## config.mk

```make
export PLATFORM = sky130hd
export DESIGN_NAME = alu_ex_stage
export DESIGN_NICKNAME = d
export VERILOG_FILES = /design/src/rtl/alu_pkg.sv /design/src/rtl/alu_ex_stage_fwd_mux.sv /design/src/rtl/alu_ex_stage.sv
export SDC_FILE = /design/constraint.sdc
export NUM_CORES = 1
export LEC_CHECK = 0
export BUFFER_PORTS_ARGS = -buffer_cell sky130_fd_sc_hd__buf_2
export CAP_MARGIN = 10
export CELL_PAD_IN_SITES_DETAIL_PLACEMENT = 0
export CELL_PAD_IN_SITES_GLOBAL_PLACEMENT = 1
export CORE_AREA = 8 8 194 196
export CTS_CLUSTER_SIZE = 28
export DETAILED_ROUTE_END_ITERATION = 10
export DIE_AREA = 0 0 202 204
export PLACE_DENSITY_LB_ADDON = 0.25
export SYNTH_ARGS = -nofsm -noshare
export SYNTH_HDL_FRONTEND = slang
export SYNTH_SLANG_ARGS = --single-unit
```

## constraint.sdc

```tcl
create_clock -name clk -period 3.88 [get_ports clk]
set_clock_uncertainty 0.15 [all_clocks]
set_input_delay 0.582 -clock clk [delete_from_list [all_inputs] [get_ports clk]]
set_output_delay 0.582 -clock clk [all_outputs]
set_load 0.005 [all_outputs]
```

## src/rtl/alu_pkg.sv

```systemverilog
// Shared constants for the vector ALU execute stage: opcodes, function
// codes, lane-width encodings and the EX state machine encoding.
package alu_pkg;

    localparam logic [0:5] R_OPCODE = 6'b101010;

    localparam logic [0:5] VAND   = 6'b000001;
    localparam logic [0:5] VOR    = 6'b000010;
    localparam logic [0:5] VXOR   = 6'b000011;
    localparam logic [0:5] VNOT   = 6'b000100;
    localparam logic [0:5] VMOV   = 6'b000101;
    localparam logic [0:5] VADD   = 6'b000110;
    localparam logic [0:5] VSUB   = 6'b000111;
    localparam logic [0:5] VMULEU = 6'b001000;
    localparam logic [0:5] VMULOU = 6'b001001;
    localparam logic [0:5] VSLL   = 6'b001010;
    localparam logic [0:5] VSRL   = 6'b001011;
    localparam logic [0:5] VSRA   = 6'b001100;
    localparam logic [0:5] VRTTH  = 6'b001101;
    localparam logic [0:5] VDIV   = 6'b001110;
    localparam logic [0:5] VMOD   = 6'b001111;
    localparam logic [0:5] VSQEU  = 6'b010000;
    localparam logic [0:5] VSQOU  = 6'b010001;
    localparam logic [0:5] VSQRT  = 6'b010010;

    localparam logic [0:1] WW_8  = 2'b00;
    localparam logic [0:1] WW_16 = 2'b01;
    localparam logic [0:1] WW_32 = 2'b10;
    localparam logic [0:1] WW_64 = 2'b11;

    typedef enum logic [1:0] {
        IDLE    = 2'd0,
        MC_WAIT = 2'd1,
        EXEC    = 2'd2
    } ex_state_e;

    // Functions whose combinational ALU path needs extra settling cycles.
    function automatic logic is_mc_func(input logic [0:5] f);
        return (f == VDIV) || (f == VMOD) || (f == VSQRT);
    endfunction

endpackage

```

## src/rtl/alu_ex_stage_fwd_mux.sv

```systemverilog
// Priority operand select: EX result, then result slot, then write-back,
// then register file. Register 0 always reads the register file.
module ex_fwd_mux #(
    parameter int AW = 5
) (
    input  logic [0:AW-1] addr_i,
    input  logic          ex_en_i,
    input  logic [0:AW-1] ex_rd_i,
    input  logic [0:63]   ex_data_i,
    input  logic          slot_en_i,
    input  logic [0:AW-1] slot_rd_i,
    input  logic [0:63]   slot_data_i,
    input  logic          wb_en_i,
    input  logic [0:AW-1] wb_rd_i,
    input  logic [0:63]   wb_data_i,
    input  logic [0:63]   rf_data_i,
    output logic [0:63]   data_o
);

    logic nz;
    logic ex_hit, slot_hit, wb_hit;

    assign nz       = |addr_i;
    assign ex_hit   = nz && ex_en_i && (ex_rd_i == addr_i);
    assign slot_hit = nz && slot_en_i && (slot_rd_i == addr_i);
    assign wb_hit   = nz && wb_en_i && (wb_rd_i == addr_i);

    always_comb begin
        data_o = rf_data_i;
        if (ex_hit) begin
            data_o = ex_data_i;
        end else if (slot_hit) begin
            data_o = slot_data_i;
        end else if (wb_hit) begin
            data_o = wb_data_i;
        end
    end

endmodule

```

## src/rtl/alu_ex_stage.sv

```systemverilog
// Vector ALU execute stage: ID/EX register with forwarding, multi-cycle
// settling for slow functions, and one EX/WB result slot (valid/ready).
module alu_ex_stage #(
    parameter int         MC_LAT   = 4,
    parameter logic [0:5] R_OPCODE = alu_pkg::R_OPCODE,
    parameter int         AW       = 5
) (
    input  logic          clk,
    input  logic          rst_n,
    input  logic          in_valid,
    output logic          in_ready,
    input  logic [0:5]    in_opcode,
    input  logic [0:5]    in_func,
    input  logic [0:1]    in_ww,
    input  logic [0:AW-1] in_ra_addr,
    input  logic [0:AW-1] in_rb_addr,
    input  logic [0:AW-1] in_rd_addr,
    input  logic          in_wr_en,
    input  logic [0:63]   in_ra_data,
    input  logic [0:63]   in_rb_data,
    input  logic          wb_wr_en,
    input  logic [0:AW-1] wb_rd_addr,
    input  logic [0:63]   wb_data,
    output logic [0:63]   alu_ra,
    output logic [0:63]   alu_rb,
    output logic [0:5]    alu_func,
    output logic [0:5]    alu_opcode,
    output logic [0:1]    alu_ww,
    input  logic [0:63]   alu_out,
    output logic          out_valid,
    input  logic          out_ready,
    output logic [0:63]   out_data,
    output logic [0:AW-1] out_rd_addr,
    output logic          out_wr_en,
    output logic          busy
);

    import alu_pkg::*;

    localparam int CW = $clog2(MC_LAT + 1);

    ex_state_e     state_q, state_d;
    logic [CW-1:0] cnt_q, cnt_d;
    logic [0:63]   ra_q, rb_q;
    logic [0:5]    func_q, opcode_q;
    logic [0:1]    ww_q;
    logic [0:AW-1] rd_q;
    logic          wr_en_q;
    logic          busy_q;
    logic          out_valid_q;
    logic          out_wr_en_q;
    logic [0:63]   out_data_q;
    logic [0:AW-1] out_rd_q;

    logic          slot_free;
    logic          retire;
    logic          accept;
    logic          is_r;
    logic          is_mc;
    logic          ex_fwd_en;
    logic          slot_fwd_en;
    logic [0:63]   fwd_a, fwd_b;

    assign slot_free = !out_valid_q || out_ready;
    assign retire    = (state_q == EXEC) && slot_free;
    assign in_ready  = (state_q == IDLE) || retire;
    assign accept    = in_valid && in_ready;
    assign is_r      = (in_opcode == R_OPCODE);
    assign is_mc     = is_r && is_mc_func(in_func);

    assign ex_fwd_en   = retire && wr_en_q;
    assign slot_fwd_en = out_valid_q && out_wr_en_q;

    ex_fwd_mux #(.AW(AW)) u_fwd_a (
        .addr_i      (in_ra_addr),
        .ex_en_i     (ex_fwd_en),
        .ex_rd_i     (rd_q),
        .ex_data_i   (alu_out),
        .slot_en_i   (slot_fwd_en),
        .slot_rd_i   (out_rd_q),
        .slot_data_i (out_data_q),
        .wb_en_i     (wb_wr_en),
        .wb_rd_i     (wb_rd_addr),
        .wb_data_i   (wb_data),
        .rf_data_i   (in_ra_data),
        .data_o      (fwd_a)
    );

    ex_fwd_mux #(.AW(AW)) u_fwd_b (
        .addr_i      (in_rb_addr),
        .ex_en_i     (ex_fwd_en),
        .ex_rd_i     (rd_q),
        .ex_data_i   (alu_out),
        .slot_en_i   (slot_fwd_en),
        .slot_rd_i   (out_rd_q),
        .slot_data_i (out_data_q),
        .wb_en_i     (wb_wr_en),
        .wb_rd_i     (wb_rd_addr),
        .wb_data_i   (wb_data),
        .rf_data_i   (in_rb_data),
        .data_o      (fwd_b)
    );

    always_comb begin
        state_d = state_q;
        cnt_d   = cnt_q;
        unique case (state_q)
            IDLE, EXEC: begin
                if (accept) begin
                    if (is_mc) begin
                        state_d = MC_WAIT;
                        cnt_d   = CW'(MC_LAT - 1);
                    end else begin
                        state_d = EXEC;
                    end
                end else if (retire) begin
                    state_d = IDLE;
                end
            end
            MC_WAIT: begin
                if (cnt_q == CW'(1)) begin
                    state_d = EXEC;
                end else begin
                    cnt_d = cnt_q - CW'(1);
                end
            end
            default: begin
                state_d = IDLE;
            end
        endcase
    end

    always_ff @(posedge clk or negedge rst_n) begin
        if (!rst_n) begin
            state_q     <= IDLE;
            cnt_q       <= '0;
            ra_q        <= '0;
            rb_q        <= '0;
            func_q      <= '0;
            opcode_q    <= '0;
            ww_q        <= '0;
            rd_q        <= '0;
            wr_en_q     <= 1'b0;
            busy_q      <= 1'b0;
            out_valid_q <= 1'b0;
            out_wr_en_q <= 1'b0;
            out_data_q  <= '0;
            out_rd_q    <= '0;
        end else begin
            state_q <= state_d;
            cnt_q   <= cnt_d;
            busy_q  <= (state_d != IDLE);
            if (accept) begin
                ra_q     <= fwd_a;
                rb_q     <= fwd_b;
                func_q   <= in_func;
                opcode_q <= in_opcode;
                ww_q     <= in_ww;
                rd_q     <= in_rd_addr;
                // Non-R-type instructions pass through as NOPs.
                wr_en_q  <= in_wr_en && is_r;
            end
            if (retire) begin
                out_valid_q <= 1'b1;
                out_data_q  <= alu_out;
                out_rd_q    <= rd_q;
                out_wr_en_q <= wr_en_q;
            end else if (out_ready) begin
                out_valid_q <= 1'b0;
            end
        end
    end

    assign alu_ra      = ra_q;
    assign alu_rb      = rb_q;
    assign alu_func    = func_q;
    assign alu_opcode  = opcode_q;
    assign alu_ww      = ww_q;
    assign out_valid   = out_valid_q;
    assign out_data    = out_data_q;
    assign out_rd_addr = out_rd_q;
    assign out_wr_en   = out_wr_en_q;
    assign busy        = busy_q;

endmodule

```

# After elaboration in Yosys (flattened, before gate mapping)
# Cells that the tools add are included.
dict set report word_totals {
  register_bits 225
  elab_cells 79
}
dict set report op_classes {
  add_sub_neg 1
  eq_ne 16
  muxes 17
  n_reduce_logical 31
}
# cell n
set op_table {}
lappend op_table {{$mux 64} 6}
lappend op_table {{$eq 5x5->1} 6}
lappend op_table {{$logic_and 1x1->1} 18}
lappend op_table {{$eq 6x4->1 const B} 2}
lappend op_table {{$reduce_or 5->1} 2}
lappend op_table {{$mux 3} 3}
lappend op_table {{$mux 2} 4}
lappend op_table {{$eq 6x5->1 const B} 1}
lappend op_table {{$eq 6x6->1 const B} 1}
lappend op_table {{$ne 2x2->1 const B} 3}
lappend op_table {{$pmux 3 s2} 1}
lappend op_table {{$reduce_bool 2->1} 3}
lappend op_table {{$logic_or 1x1->1} 4}
lappend op_table {{$pmux 2 s2} 1}
lappend op_table {{$reduce_and 4->1} 1}
lappend op_table {{$eq 3x1->1 const B} 1}
lappend op_table {{$sub 3x1->3 const B} 1}
lappend op_table {{$eq 2x1->1 const B} 1}
lappend op_table {{$eq 2x2->1 const B} 1}
lappend op_table {{$logic_not 2->1} 1}
lappend op_table {{$mux 1} 2}
lappend op_table {{$reduce_or 2->1} 1}
lappend op_table {{$logic_not 1->1} 1}

# Longest topological paths before layout
dict set report logic_depth {
  depth_word 8
  mapped_depth 8
}

# Modules after synthesis
# A second synthesis with hierarchy kept.
dict set report unflattened {
  hier_cells 1188
  area_unflattened_um2 13865.8
}
# mod instances cells_per_inst area_per_inst_um2
set by_module_without_submodules {}
lappend by_module_without_submodules {alu_ex_stage 1 506 8660.8}
lappend by_module_without_submodules {ex_fwd_mux 2 341 2602.5}

# Worst setup path before layout
# Ideal clock, no wire load.
dict set report synth_timing {
  kind {input-to-reg}
  start {input in_ra_addr[3] in the netlist's numbering}
  end {register ra_q, in the netlist alu_ra[8]}
  setup_time_ps 135
  arrival_ps 1999
  t_required_ps 3595
  slack_ps 1597
  cell_stages 7
  cell_sequence {or4_4 > a21bo_2 > buf_6 > buf_6 > and4_1 > a211oi_2 > o31ai_1}
}
dict set report synth_via {
  elab_chain_len 6
}
# item line_no
set synth_rtl {}
lappend synth_rtl {{from (decl)} alu_ex_stage.sv:15} ;# input logic [0:AW-1] in_ra_addr,
lappend synth_rtl {{$reduce_or 5->1} alu_ex_stage_fwd_mux.sv:23} ;# assign nz = |addr_i;
lappend synth_rtl {{$logic_and 1x1->1 (2 in series)} alu_ex_stage_fwd_mux.sv:26} ;# assign wb_hit = nz && wb_en_i && (wb_rd_i == addr_i);
lappend synth_rtl {{$mux 64} alu_ex_stage_fwd_mux.sv:34} ;# end else if (wb_hit) begin
lappend synth_rtl {{$mux 64} alu_ex_stage_fwd_mux.sv:32} ;# end else if (slot_hit) begin
lappend synth_rtl {{$mux 64 (*)} alu_ex_stage_fwd_mux.sv:30} ;# if (ex_hit) begin
lappend synth_rtl {{to (signal assigned)} alu_ex_stage.sv:154} ;# ra_q <= fwd_a;
lappend synth_rtl {{to (decl)} alu_ex_stage.sv:44} ;# logic [0:63] ra_q, rb_q;
# Every way passes the cells marked *; elsewhere a longest branch is shown, timed or not.
# A chain may end at the register's enable or synchronous reset.

# Worst setup path in the final report
dict set report layout_timing {
  start {register out_rd_q, in the netlist out_rd_addr[3]}
  end {register rb_q, in the netlist alu_rb[19]}
}
dict set report layout_via {
  elab_chain_len 4
}
# item line_no
set layout_rtl {}
lappend layout_rtl {{from (decl)} alu_ex_stage.sv:53} ;# logic [0:AW-1] out_rd_q;
lappend layout_rtl {{from (signal assigned)} alu_ex_stage.sv:166} ;# out_rd_q <= rd_q;
lappend layout_rtl {{$eq 5x5->1} alu_ex_stage_fwd_mux.sv:25} ;# assign slot_hit = nz && slot_en_i && (slot_rd_i == addr_i);
lappend layout_rtl {{$logic_and 1x1->1} alu_ex_stage_fwd_mux.sv:25}
lappend layout_rtl {{$mux 64} alu_ex_stage_fwd_mux.sv:32}
lappend layout_rtl {{$mux 64} alu_ex_stage_fwd_mux.sv:30}
lappend layout_rtl {{to (signal assigned)} alu_ex_stage.sv:155} ;# rb_q <= fwd_b;
lappend layout_rtl {{to (decl)} alu_ex_stage.sv:44}
# No other way between the ends.

==> run_summary.xml <==
<?xml version="1.0" encoding="UTF-8"?>
<metrics>
  <group name="yosys">
    <metric name="synth_simple_gate_area_share" unit="%">12.7</metric>
    <metric name="syn_area" unit="sq um">12500</metric>
    <metric name="yosys.area.top_type" unit="">sky130_fd_sc_hd__dfrtp_1</metric>
    <metric name="yosys_most_used_dff" unit="">sky130_fd_sc_hd__dfrtp_1</metric>
    <metric name="synth-compound-area-share" unit="%">28.6</metric>
    <metric name="async_reset_ff_share" unit="%">100</metric>
    <metric name="post_synth_num_cell_types" unit="">47</metric>
    <metric name="yosys.area_share.adder" unit="%">0.200</metric>
    <metric name="synthesis.yosys.warnings" unit="">0</metric>
    <metric name="count_of_flip_flops_with_a_built_in_enable_after_synthesis" unit="">0</metric>
    <metric name="yosys-top-cells-area" unit="">sky130_fd_sc_hd__dfrtp_1, sky130_fd_sc_hd__a221oi_1, sky130_fd_sc_hd__mux2_2</metric>
    <metric name="syn-num-nets" unit="">1524</metric>
    <metric name="ys_seq_area_share" unit="%">45.1</metric>
    <metric name="synth-seq-cells" unit="">225</metric>
    <metric name="avgSynthCellArea" unit="sq um">10.2</metric>
    <metric name="synth_mux_area_share" unit="%">6.39</metric>
    <metric name="postSynthCellCount" unit="">1226</metric>
    <metric name="synth_top_family_by_area" unit="">compound AO/OA/AOI/OAI gates</metric>
    <metric name="yosysTopAreaCellShare" unit="%">45.1</metric>
    <metric name="synthXorXnorAreaFrac" unit="%">1.96</metric>
  </group>
  <group name="power_and_ir_drop">
    <metric name="ir_worst_vdd" unit="mV">0.322</metric>
    <metric name="design_power_total" unit="mW">7.36</metric>
    <metric name="leakage" unit="nW">8.01</metric>
    <metric name="pwr_density_cell" unit="nW/um^2">450</metric>
  </group>
  <group name="die">
    <metric name="start_util" unit="%">35.9</metric>
    <metric name="core_area" unit="sq um">34800</metric>
    <metric name="top_level_ports" unit="">511</metric>
    <metric name="dieArea" unit="sq um">41200</metric>
    <metric name="die_h" unit="um">204</metric>
    <metric name="floorplan.die.width" unit="um">202</metric>
    <metric name="placement_rows" unit="">69</metric>
  </group>
  <group name="sta">
    <metric name="max_slew_margin" unit="%">24.3</metric>
    <metric name="finalWorstPathRequiredPeriod" unit="ns">2.77</metric>
    <metric name="unrepaired_setup_endpoints_after_global_routing" unit="">false</metric>
    <metric name="worst_slew_pin_slew" unit="ns">1.14</metric>
    <metric name="timing.final.setup_violations" unit="">0</metric>
    <metric name="hold_violations" unit="">0</metric>
    <metric name="fin_ws" unit="ns">1.11</metric>
    <metric name="slew_violations" unit="">0</metric>
    <metric name="setup_tns" unit="ns">0</metric>
    <metric name="final.period_utilization" unit="%">71.4</metric>
    <metric name="maxClockFrequency" unit="MHz">361</metric>
  </group>
  <group name="drt">
    <metric name="initialDrtViolationCount" unit="">901</metric>
    <metric name="detail_route.wirelength" unit="um">58000</metric>
    <metric name="detailroute.via_count" unit="">13000</metric>
    <metric name="route.detailed.drc" unit="">0</metric>
    <metric name="dr.pass1.iters" unit="">5</metric>
    <metric name="post_drt_via_cell_ratio" unit="">6.02</metric>
    <metric name="drt-wirelength-per-cell" unit="um">26.9</metric>
    <metric name="antenna_violating_nets_post_route" unit="">0</metric>
  </group>
  <group name="global_route">
    <metric name="grt_start_max_net_pins" unit="">81</metric>
    <metric name="gr-usage-all-layers" unit="%">26.8</metric>
    <metric name="via_count_of_the_first_global_routing_pass" unit="">13400</metric>
    <metric name="antenna_found_initial" unit="">12</metric>
    <metric name="wire_length_of_the_first_global_routing_pass" unit="um">87200</metric>
    <metric name="globalRouteOverflowTotal" unit="">0</metric>
  </group>
  <group name="finish">
    <metric name="area_growth" unit="%">31.1</metric>
    <metric name="fillCellCount" unit="">3378</metric>
    <metric name="final_net_count" unit="">1964</metric>
    <metric name="instances_no_fill" unit="">2155</metric>
    <metric name="drive_gt1_share" unit="%">40.3</metric>
  </group>
  <group name="clock_network">
    <metric name="ctsHoldBuffers" unit="">1</metric>
    <metric name="clockRootBuffer" unit="">sky130_fd_sc_hd__clkbuf_16</metric>
    <metric name="htree_levels" unit="">1</metric>
    <metric name="cts_resized" unit="">0</metric>
    <metric name="clockBufferDepth" unit="">3</metric>
    <metric name="cts_inserted_buffers" unit="">29</metric>
    <metric name="cts_setup_buffers" unit="">0</metric>
    <metric name="clk-insertion-delay-late" unit="ns">0.54</metric>
    <metric name="tritoncts_clock_tree" unit="">built</metric>
    <metric name="number_of_clock_sinks_seen_by_cts" unit="">225</metric>
    <metric name="path_clk_slew" unit="ns">0.06</metric>
  </group>
  <group name="critical_path">
    <metric name="critPathMaxStageDelay" unit="ns">0.88</metric>
    <metric name="cp_max_fo" unit="">39</metric>
    <metric name="worstSetupEndpointType" unit="">register</metric>
    <metric name="cell_at_the_slowest_stage_of_the_critical_path" unit="">sky130_fd_sc_hd__nor2_4</metric>
    <metric name="cp.arrival" unit="ns">3.08</metric>
    <metric name="worstPathCellList" unit="">xnor2_1 &gt; nand4_1 &gt; nor2_4 &gt; buf_4 &gt; a221oi_1 &gt; o21bai_1</metric>
    <metric name="cp_data_required_time" unit="ns">4.19</metric>
    <metric name="crit_path_start_kind" unit="">register</metric>
    <metric name="crit_type" unit="">register to register</metric>
  </group>
  <group name="placement">
    <metric name="finalWeightedCongestion" unit="">0.828</metric>
    <metric name="dpl_worst_slack" unit="ns">0.826</metric>
    <metric name="place_hpwl" unit="um">39300</metric>
    <metric name="io_buffer_count" unit="">510</metric>
    <metric name="placed_cells" unit="">2095</metric>
  </group>
  <group name="hold_path">
    <metric name="worst_hold_path_type" unit="">input port to register</metric>
  </group>
  <group name="status">
    <metric name="outcome" unit="">finished, final reports clean</metric>
  </group>
  <group name="run">
    <metric name="timing.max_cap.violations" unit="">0</metric>
  </group>
</metrics>
==> per-stage QoR <==
step	utilization (%)	cell area, sq um	hold WS [ns]
6_report	47.1	16400	0.0840
5_1_grt	47.1	16400	0.0758
4_1_cts	47.0	16400	0.0550
3_5_place_dp	44.3	15400	0.311
3_3_place_gp	44.3	15400	0.304
2_1_floorplan	-	12500	0.136
==> final cells by class <==
type / count / area [sq um] / share of cell area [%]
Multi-Input combinational cell: 864 / 6300 / 38.5
Sequential cell: 225 / 5630 / 34.4
Timing Repair Buffer: 540 / 2880 / 17.6
Clock buffer: 40 / 837 / 5.11
Tap cell: 461 / 577 / 3.52
Clock inverter: 13 / 118 / 0.718
Inverter: 6 / 22.5 / 0.138
Antenna cell: 6 / 15.0 / 0.0917
==> Yosys cell counts (all sizes together), types with 2 or more instances <==
cell type and instances:
nand2 67, a21bo 2, o21ai 69, clkbuf 79, mux2 70, a21oi 3
a211oi 10, inv 6, nor3 5, o2111ai 2, o21bai 61, and3 119
or3 2, nor2 72, xnor2 22, o211ai 3, buf 52, ha 2
o31ai 65, a22oi 67, and2 2, nand2b 2, a221oi 119, dfrtp 225
a22o 61, nor2b 4, xor2 6, nand3 7, and4 9, nand4 3
or4 2
==> flip-flops by register name, summed over array words and instances, names as in the netlist <==
signal and count:
alu_func 6, alu_opcode 6, alu_ra 64, alu_rb 64, alu_ww 2, busy 1
cnt_q 3, out_data 64, out_rd_addr 5, out_valid 1, out_wr_en 1, rd_q 5
state_q 2, wr_en_q 1
==> placed cells by master (no fill, tap or decap), types with 64 or more instances in the layout <==
cell | netlist | final
sky130_fd_sc_hd__buf_2 | 38 | 509
sky130_fd_sc_hd__dfrtp_1 | 225 | 225
sky130_fd_sc_hd__and3_1 | 119 | 119
sky130_fd_sc_hd__a221oi_1 | 119 | 119
sky130_fd_sc_hd__nor2_1 | 72 | 70
sky130_fd_sc_hd__mux2_2 | 70 | 70
sky130_fd_sc_hd__o21ai_0 | 69 | 69
sky130_fd_sc_hd__nand2_1 | 67 | 67
sky130_fd_sc_hd__a22oi_1 | 67 | 67
sky130_fd_sc_hd__o31ai_1 | 64 | 64
==> worst paths after layout <==
kind / startpoint / endpoint / slack (ns) / cells past startpoint
min in group asynchronous: rst_n / out_data[44] / 0.50 / 2
worst min register to register: alu_opcode[5] / alu_opcode[5] / 0.32 / 2
worst max register to register: out_rd_addr[3] / alu_rb[19] / 1.11 / 6
worst min-delay path: in_ww[1] / alu_ww[1] / 0.08 / 3
worst max-delay path: out_rd_addr[3] / alu_rb[19] / 1.11 / 6
max in group asynchronous: rst_n / alu_ra[39] / 2.16 / 3
==> layer usage <==
layer	wire length [um]	part of all wire, %	track usage, %
met1	22700	39	34.3
met2	27400	47	43.8
met3	5690	9.8	6.32
met4	2040	3.5	9.57
met5	61	0.11	0
==> cell families (layout without fill, tap and decap cells) <==
kind of cell,after synthesis,count (layout)
mux,71,71
xor+xnor,28,28
compound gates,465,465
simple gates,298,298
fa+ha+maj,2,2
buf+inv,137,599
other cells,0,6
flops,225,225
==> worst max-delay path: cells and delay by family (launching register included) <==
kind | cells | cell delay [ns]
buf+inv | 1 | 0.49
xor+xnor | 1 | 0.18
flops | 1 | 0.45
compound gates | 2 | 0.29
simple gates | 2 | 1.06
==> power breakdown <==
part	switching (mW)	internal, mW	total (mW)
combinational	0.870	0.785	1.66
clock	1.08	1.63	2.71
sequential	0.302	2.70	3.00
Power figures use the tool's default switching activity.
